### src/rtl/hci_package.sv
// Shared HCI interconnect definitions: default bus widths and the per-bank
// test-and-set adapter state encoding.
package hci_package;

  localparam int unsigned DEFAULT_AW = 10;
  localparam int unsigned DEFAULT_DW = 32;
  localparam int unsigned DEFAULT_BW = 8;

  typedef enum logic {
    HCI_TS_IDLE = 1'b0,
    HCI_TS_WR   = 1'b1
  } hci_ts_state_e;

endpackage

### src/rtl/hci_mem_ts_adapter.sv
// Per-bank test-and-set adapter between an HCI memory-side master port and a
// single-port TCDM SRAM bank. Plain reads/writes pass straight through; a read
// flagged with in_ts_set_i is followed by a locked all-ones write to the same
// word. Optional macro HCI_TS_ADAPTER_CNT_EN adds ts_count_o, the number of
// completed test-and-set writes.
module hci_mem_ts_adapter
  import hci_package::*;
#(
  parameter int unsigned AW = DEFAULT_AW,
  parameter int unsigned DW = DEFAULT_DW,
  parameter int unsigned BW = DEFAULT_BW,
  parameter int unsigned IW = 8
) (
  input  logic               clk_i,
  input  logic               rst_ni,
`ifdef HCI_TS_ADAPTER_CNT_EN
  output logic [31:0]        ts_count_o,
`endif
  input  logic               in_req_i,
  input  logic [AW-1:0]      in_add_i,
  input  logic               in_wen_i,
  input  logic [DW-1:0]      in_data_i,
  input  logic [DW/BW-1:0]   in_be_i,
  input  logic [IW-1:0]      in_id_i,
  input  logic               in_ts_set_i,
  output logic               in_gnt_o,
  output logic               in_r_valid_o,
  output logic [DW-1:0]      in_r_data_o,
  output logic [IW-1:0]      in_r_id_o,
  output logic               bank_req_o,
  output logic [AW-1:0]      bank_add_o,
  output logic               bank_wen_o,
  output logic [DW-1:0]      bank_data_o,
  output logic [DW/BW-1:0]   bank_be_o,
  input  logic               bank_gnt_i,
  input  logic [DW-1:0]      bank_r_data_i
);

  localparam int unsigned BEW = DW / BW;
  localparam logic [DW-1:0]  TS_WDATA = '1;
  localparam logic [BEW-1:0] TS_WBE   = '1;

  hci_ts_state_e r_state;
  hci_ts_state_e w_state_next;
  logic [AW-1:0] r_ts_add;
  logic          r_resp_pend;
  logic [IW-1:0] r_id;

  logic w_grant;
  logic w_ts_start;
  logic w_ts_done;

  assign w_grant    = (r_state == HCI_TS_IDLE) & in_req_i & bank_gnt_i;
  assign w_ts_start = w_grant & in_wen_i & in_ts_set_i;
  assign w_ts_done  = (r_state == HCI_TS_WR) & bank_gnt_i;

  // Response path: registered valid/ID, read data straight from the bank.
  assign in_r_valid_o = r_resp_pend;
  assign in_r_id_o    = r_id;
  assign in_r_data_o  = bank_r_data_i;

  // Next-state and bank/grant muxing: pass-through in IDLE, locked write in TS_WR.
  always_comb begin
    w_state_next = r_state;
    bank_req_o   = in_req_i;
    bank_add_o   = in_add_i;
    bank_wen_o   = in_wen_i;
    bank_data_o  = in_data_i;
    bank_be_o    = in_be_i;
    in_gnt_o     = bank_gnt_i;
    case (r_state)
      HCI_TS_IDLE: begin
        if (w_ts_start) w_state_next = HCI_TS_WR;
      end
      HCI_TS_WR: begin
        bank_req_o  = 1'b1;
        bank_add_o  = r_ts_add;
        bank_wen_o  = 1'b0;
        bank_data_o = TS_WDATA;
        bank_be_o   = TS_WBE;
        in_gnt_o    = 1'b0;
        if (bank_gnt_i) w_state_next = HCI_TS_IDLE;
      end
    endcase
  end

`ifdef HCI_TS_ADAPTER_CNT_EN
  logic [31:0] r_ts_count;
  assign ts_count_o = r_ts_count;
`endif

  // State, response register, latched TS address and optional TS counter.
  always_ff @(posedge clk_i or negedge rst_ni) begin
    if (!rst_ni) begin
      r_state     <= HCI_TS_IDLE;
      r_ts_add    <= '0;
      r_resp_pend <= 1'b0;
      r_id        <= '0;
`ifdef HCI_TS_ADAPTER_CNT_EN
      r_ts_count  <= '0;
`endif
    end else begin
      r_state     <= w_state_next;
      r_resp_pend <= w_grant;
      if (w_grant)    r_id     <= in_id_i;
      if (w_ts_start) r_ts_add <= in_add_i;
`ifdef HCI_TS_ADAPTER_CNT_EN
      if (w_ts_done)  r_ts_count <= r_ts_count + 32'd1;
`endif
    end
  end

`ifndef HCI_TS_ADAPTER_CNT_EN
  logic w_unused;
  assign w_unused = w_ts_done;
`endif

endmodule

### config.mk
export PLATFORM = sky130hd
export DESIGN_NAME = hci_mem_ts_adapter
export DESIGN_NICKNAME = d
export VERILOG_FILES = /design/src/rtl/hci_package.sv /design/src/rtl/hci_mem_ts_adapter.sv
export SDC_FILE = /design/constraint.sdc
export NUM_CORES = 1
export LEC_CHECK = 0
export CAP_MARGIN = 15
export CORE_MARGIN = 5
export CORE_UTILIZATION = 23
export DETAILED_ROUTE_END_ITERATION = 10
export PLACE_DENSITY_LB_ADDON = 0.2
export SLEW_MARGIN = 40
export SYNTH_ARGS = -nofsm -noshare
export SYNTH_HDL_FRONTEND = slang
export SYNTH_SLANG_ARGS = --single-unit
### constraint.sdc
create_clock -name clk_i -period 1.3 [get_ports clk_i]
set_input_delay 0.26 -clock clk_i [delete_from_list [all_inputs] [get_ports clk_i]]
set_output_delay 0.26 -clock clk_i [all_outputs]
set_load 0.005 [all_outputs]
# Yosys cells after proc, flatten, opt, wreduce, memory -nomap -nowiden
# Index checks and enable logic that the tools add are counted.
# classes
muxes	9
bitwise_logic	5
# op_table
op	count
$mux W32	1
$mux W10	1
$mux W1	5
$and A1 B1 Y1	4
$mux W4	1
$pmux W1 S2	1
$not A1 Y1	1
# totals
ff_bits	20
in_bits	92
out_inout_bits	90

# Depth between registers and ports, before layout
# depth
word_depth	7
depth_mapped	3

# Least setup slack after synthesis
# Ideal clock, no wire load.
# synth_timing
kind	register to register
startpoint	reg r_state
endpoint	reg r_ts_add[0]
setup_ns	0.125
arrival_ns	1.114
required_time_ns	1.175
slack_ns	0.061
stages_incl_launch_ff	4
path_buffers	0
period_less_slack_ns	1.239
path_cell_list	dfrtp_1 > nand3b_4 > nor2_8 > mux2_2
# synth_via
elab_chain_cells	5
# synth_rtl
item	line_no	rtl
start: declaration	hci_mem_ts_adapter.sv:43	hci_ts_state_e r_state;
start signal: assignment	hci_mem_ts_adapter.sv:103	r_state <= w_state_next;
$not A1 Y1	-	
$and A1 B1 Y1 (2 in series)	hci_mem_ts_adapter.sv:53	assign w_grant = (r_state == HCI_TS_IDLE) & in_req_i & bank_gnt_i;
$and A1 B1 Y1 (2 in series)	hci_mem_ts_adapter.sv:54	assign w_ts_start = w_grant & in_wen_i & in_ts_set_i;
end signal: assignment	hci_mem_ts_adapter.sv:106	if (w_ts_start) r_ts_add <= in_add_i;
end: declaration	hci_mem_ts_adapter.sv:45	logic [AW-1:0] r_ts_add;
# Every way passes these cells.
# A chain may end at the register's enable or synchronous reset.

# Worst setup path after layout
# layout_timing
startpoint	reg r_state
endpoint	out bank_add_o[0]
# layout_via
elab_chain_cells	1
# layout_rtl
item	line_no	rtl
$mux W10	hci_mem_ts_adapter.sv:71	case (r_state)
end: declaration	hci_mem_ts_adapter.sv:31	output logic [AW-1:0] bank_add_o,
# Every way passes these cells.

==> results.txt <==
Outcome: finished, violations left
Failing checks: setup timing
Reg2reg setup slack: -0.29 ns
Final setup viols: 68
Slew @ Worst Pin: 0.396 ns
Final wirelength: 4870 um
Row Count: 28
Average size of a mapped cell: 10.6 um^2
Syn Inst Count: 131
CP required: 1.04 ns
Gr usage total: 0.115
CP Launch Type: flip-flop
DR vias/cell: 4.20
Largest net degree at the start of global routing: 35
Worst EP arrival: 1.37 ns
Seq/Total Area, Yosys: 0.360
Type of destination of the critical path: output pin
DRC viols: 0
Warnings, synthesis: 0
Clock Path Buffers: 2
Kind of critical path: flip-flop to output pin
MaxCap Viol Count: 0
P per Cell Area: 835 mW/mm^2
Drt first pass iters: 2
RSZ-0062 raised after global routing: yes
IO Port Bufs: 117
Top post-synthesis cells by area: dfrtp_1 (36%), mux2_2 (20%), buf_4 (17%)
FMAX: 613 MHz
Crit share post-route: 1.25
Total negative slack: -16.11 ns
First-pass GRT wire length: 6880 um
Clock slew at the register clock pins of the worst setup and hold paths: 0.07 ns
Initial DRC Count: 9
# IOs: 182
Synth cell types: 14
Initial antenna violation count: 0
CTS Root Cell: clkbuf_8
Gr ovfl total: 0
Final count of hold timing violations: 0
Number of synthesized flops with an enable pin: 0
Vias post-DR: 1,299
Fin crit period: 1.63 ns
Critical R2R Capture: r_ts_add[8]
Core Area: 0.00589 mm^2
Synthesized cell area: 0.00139 mm^2
CTS buffer count: 3
Worst vdd ir: 0.545 mV
RePlAce Congestion: 0.721
Slew margin rel.: 0.735
Pleak: 1.25 nW
Dominant cell type by area after synthesis: dfrtp_1
Share of the synthesized area in the top cell type: 0.360
Final ANT Viol Nets: 0
CTS tree: done
Routed len/inst: 15.8 um
Sink Count: 20
Syn nets: 223
Area grow syn2layout: 89.3%
Starting Density: 0.236
Latest clock arrival within the worst-skew pair: 0.26 ns
Fraction of layout instances using a drive strength above 1: 0.615
Nets@finish: 327
Post-DP HPWL: 3740 um
Filler instances: 591
Die area: 0.00769 mm^2
Fin. max-slew vios: 0
Worst hold-check path type: primary input to async pin
Final Worst Setup Slack: -0.330 ns
Critical-path maximum fanout: 8
Most common cell in the netlist: or2_2
R2r worst-path depth: 5
Die Height: 87.7 um
Vias in the first global route: 1,353
Hold_buf cts: 0
Skew final: 0.00256 ns
Max H-tree Level: 1
Commonest cells in the netlist: or2_2 (37), buf_4 (32), mux2_2 (25)
Die X: 87.7 um
Total power draw: 2.20 mW
Ant. Diodes: 0
Area occupied by multi-input gates: 751 um^2
R2r startpoint: r_state
Register area: 502 um^2
Ys flop type: dfrtp_1
Async SR Flop Fraction: 1.00
Yosys reg bits: 20
## cells by family (layout without fill, tap and decap cells)
logic type / after synthesis / after routing / share of synthesized area
multiplexers: 28 / 28 / 0.227
AND/OR/NAND/NOR: 42 / 43 / 0.207
flip-flops: 20 / 20 / 0.360
AO/OA/AOI/OAI: 1 / 1 / 0.00451
buffers and inverters: 40 / 142 / 0.201
## critical path: stages (launching register included)
cell and delay, ns:
dfrtp_2 0.44, buf_4 0.15, buf_12 0.13, mux2_2 0.27, buf_2 0.13
## cell type report
cell class	instances	area share
Sequential cell	20	0.191
Clock buffer	4	0.0209
Timing Repair Buffer	136	0.464
Inverter	2	0.00286
Multi-Input combinational cell	72	0.286
Tap cell	75	0.0357
## cells in the final DEF (no fill, tap or decap)
| master | synthesis | routed |
|---|---|---|
| clkbuf_8 | 0 | 4 |
| inv_2 | 0 | 1 |
| nand3b_4 | 1 | 1 |
| nor2_8 | 1 | 1 |
| or2_2 | 37 | 10 |
| buf_2 | 1 | 11 |
| inv_1 | 2 | 1 |
| nand2_1 | 1 | 1 |
| mux2_2 | 25 | 17 |
| buf_16 | 0 | 1 |
| o22ai_4 | 0 | 1 |
| clkdlybuf4s50_1 | 0 | 59 |
| buf_8 | 0 | 1 |
| buf_12 | 0 | 2 |
| clkbuf_2 | 0 | 24 |
| buf_4 | 32 | 9 |
| dfrtp_1 | 20 | 19 |
| nor2b_4 | 0 | 1 |
| nor2_4 | 0 | 1 |
| or2_4 | 0 | 27 |
| buf_6 | 1 | 20 |
| dlygate4sd2_1 | 0 | 9 |
| dfrtp_2 | 0 | 1 |
| mux2_4 | 0 | 11 |
| nor2b_1 | 2 | 1 |
## per-stage QoR
| step | instances | util | hold WS (ns) | cell area [um^2] | worst slack [ns] |
|---|---|---|---|---|---|
| after floorplan | 131 | - | -0.0356 | 1390 | 0.0615 |
| after global placement | 295 | 0.422 | 0.478 | 2480 | -0.450 |
| after detailed placement | 295 | 0.422 | 0.474 | 2480 | -0.458 |
| after CTS | 309 | 0.440 | 0.341 | 2590 | -0.433 |
| after global routing | 309 | 0.447 | 0.359 | 2630 | -0.383 |
| final | 309 | 0.447 | 0.336 | 2630 | -0.330 |
## worst max path at each step
stage | from | end | slack [ns]
after floorplan | r_state | r_ts_add[0] | 0.06
after global placement | in_req_i | bank_req_o | -0.45
after detailed placement | in_req_i | bank_req_o | -0.46
after CTS | r_state | r_ts_add[8] | -0.43
after global routing | r_state | bank_add_o[0] | -0.38
final | r_state | bank_add_o[0] | -0.33
## registers in the layout, summed over array words and instances, names as in the netlist
name          flops
in_r_id_o         8
in_r_valid_o      1
r_state           1
r_ts_add         10
## layer usage
metal	routed length, um	vias up	track usage
met5	0	-	0
li1	-	594	-
met1	1730	576	0.123
met3	828	6	0.0602
met2	2260	123	0.201
met4	51	0	0.0223
## report_power, final
group	switching (mW)	internal (mW)	leakage [nW]
clock network	0.203	0.269	0.0288
logic	0.266	0.646	0.977
registers	0.0630	0.748	0.239
## what timing repair did
| action | 4_1_cts | 5_1_grt |
|---|---|---|
| pin swaps | 2 | 5 |
| cloned | 3 | 0 |
| resized for setup | 177 | 71 |
| setup buffers | 7 | 1 |
| endpoints found under the setup margin | 76 | 69 |
No activity file was read; power rests on OpenSTA's default activity.
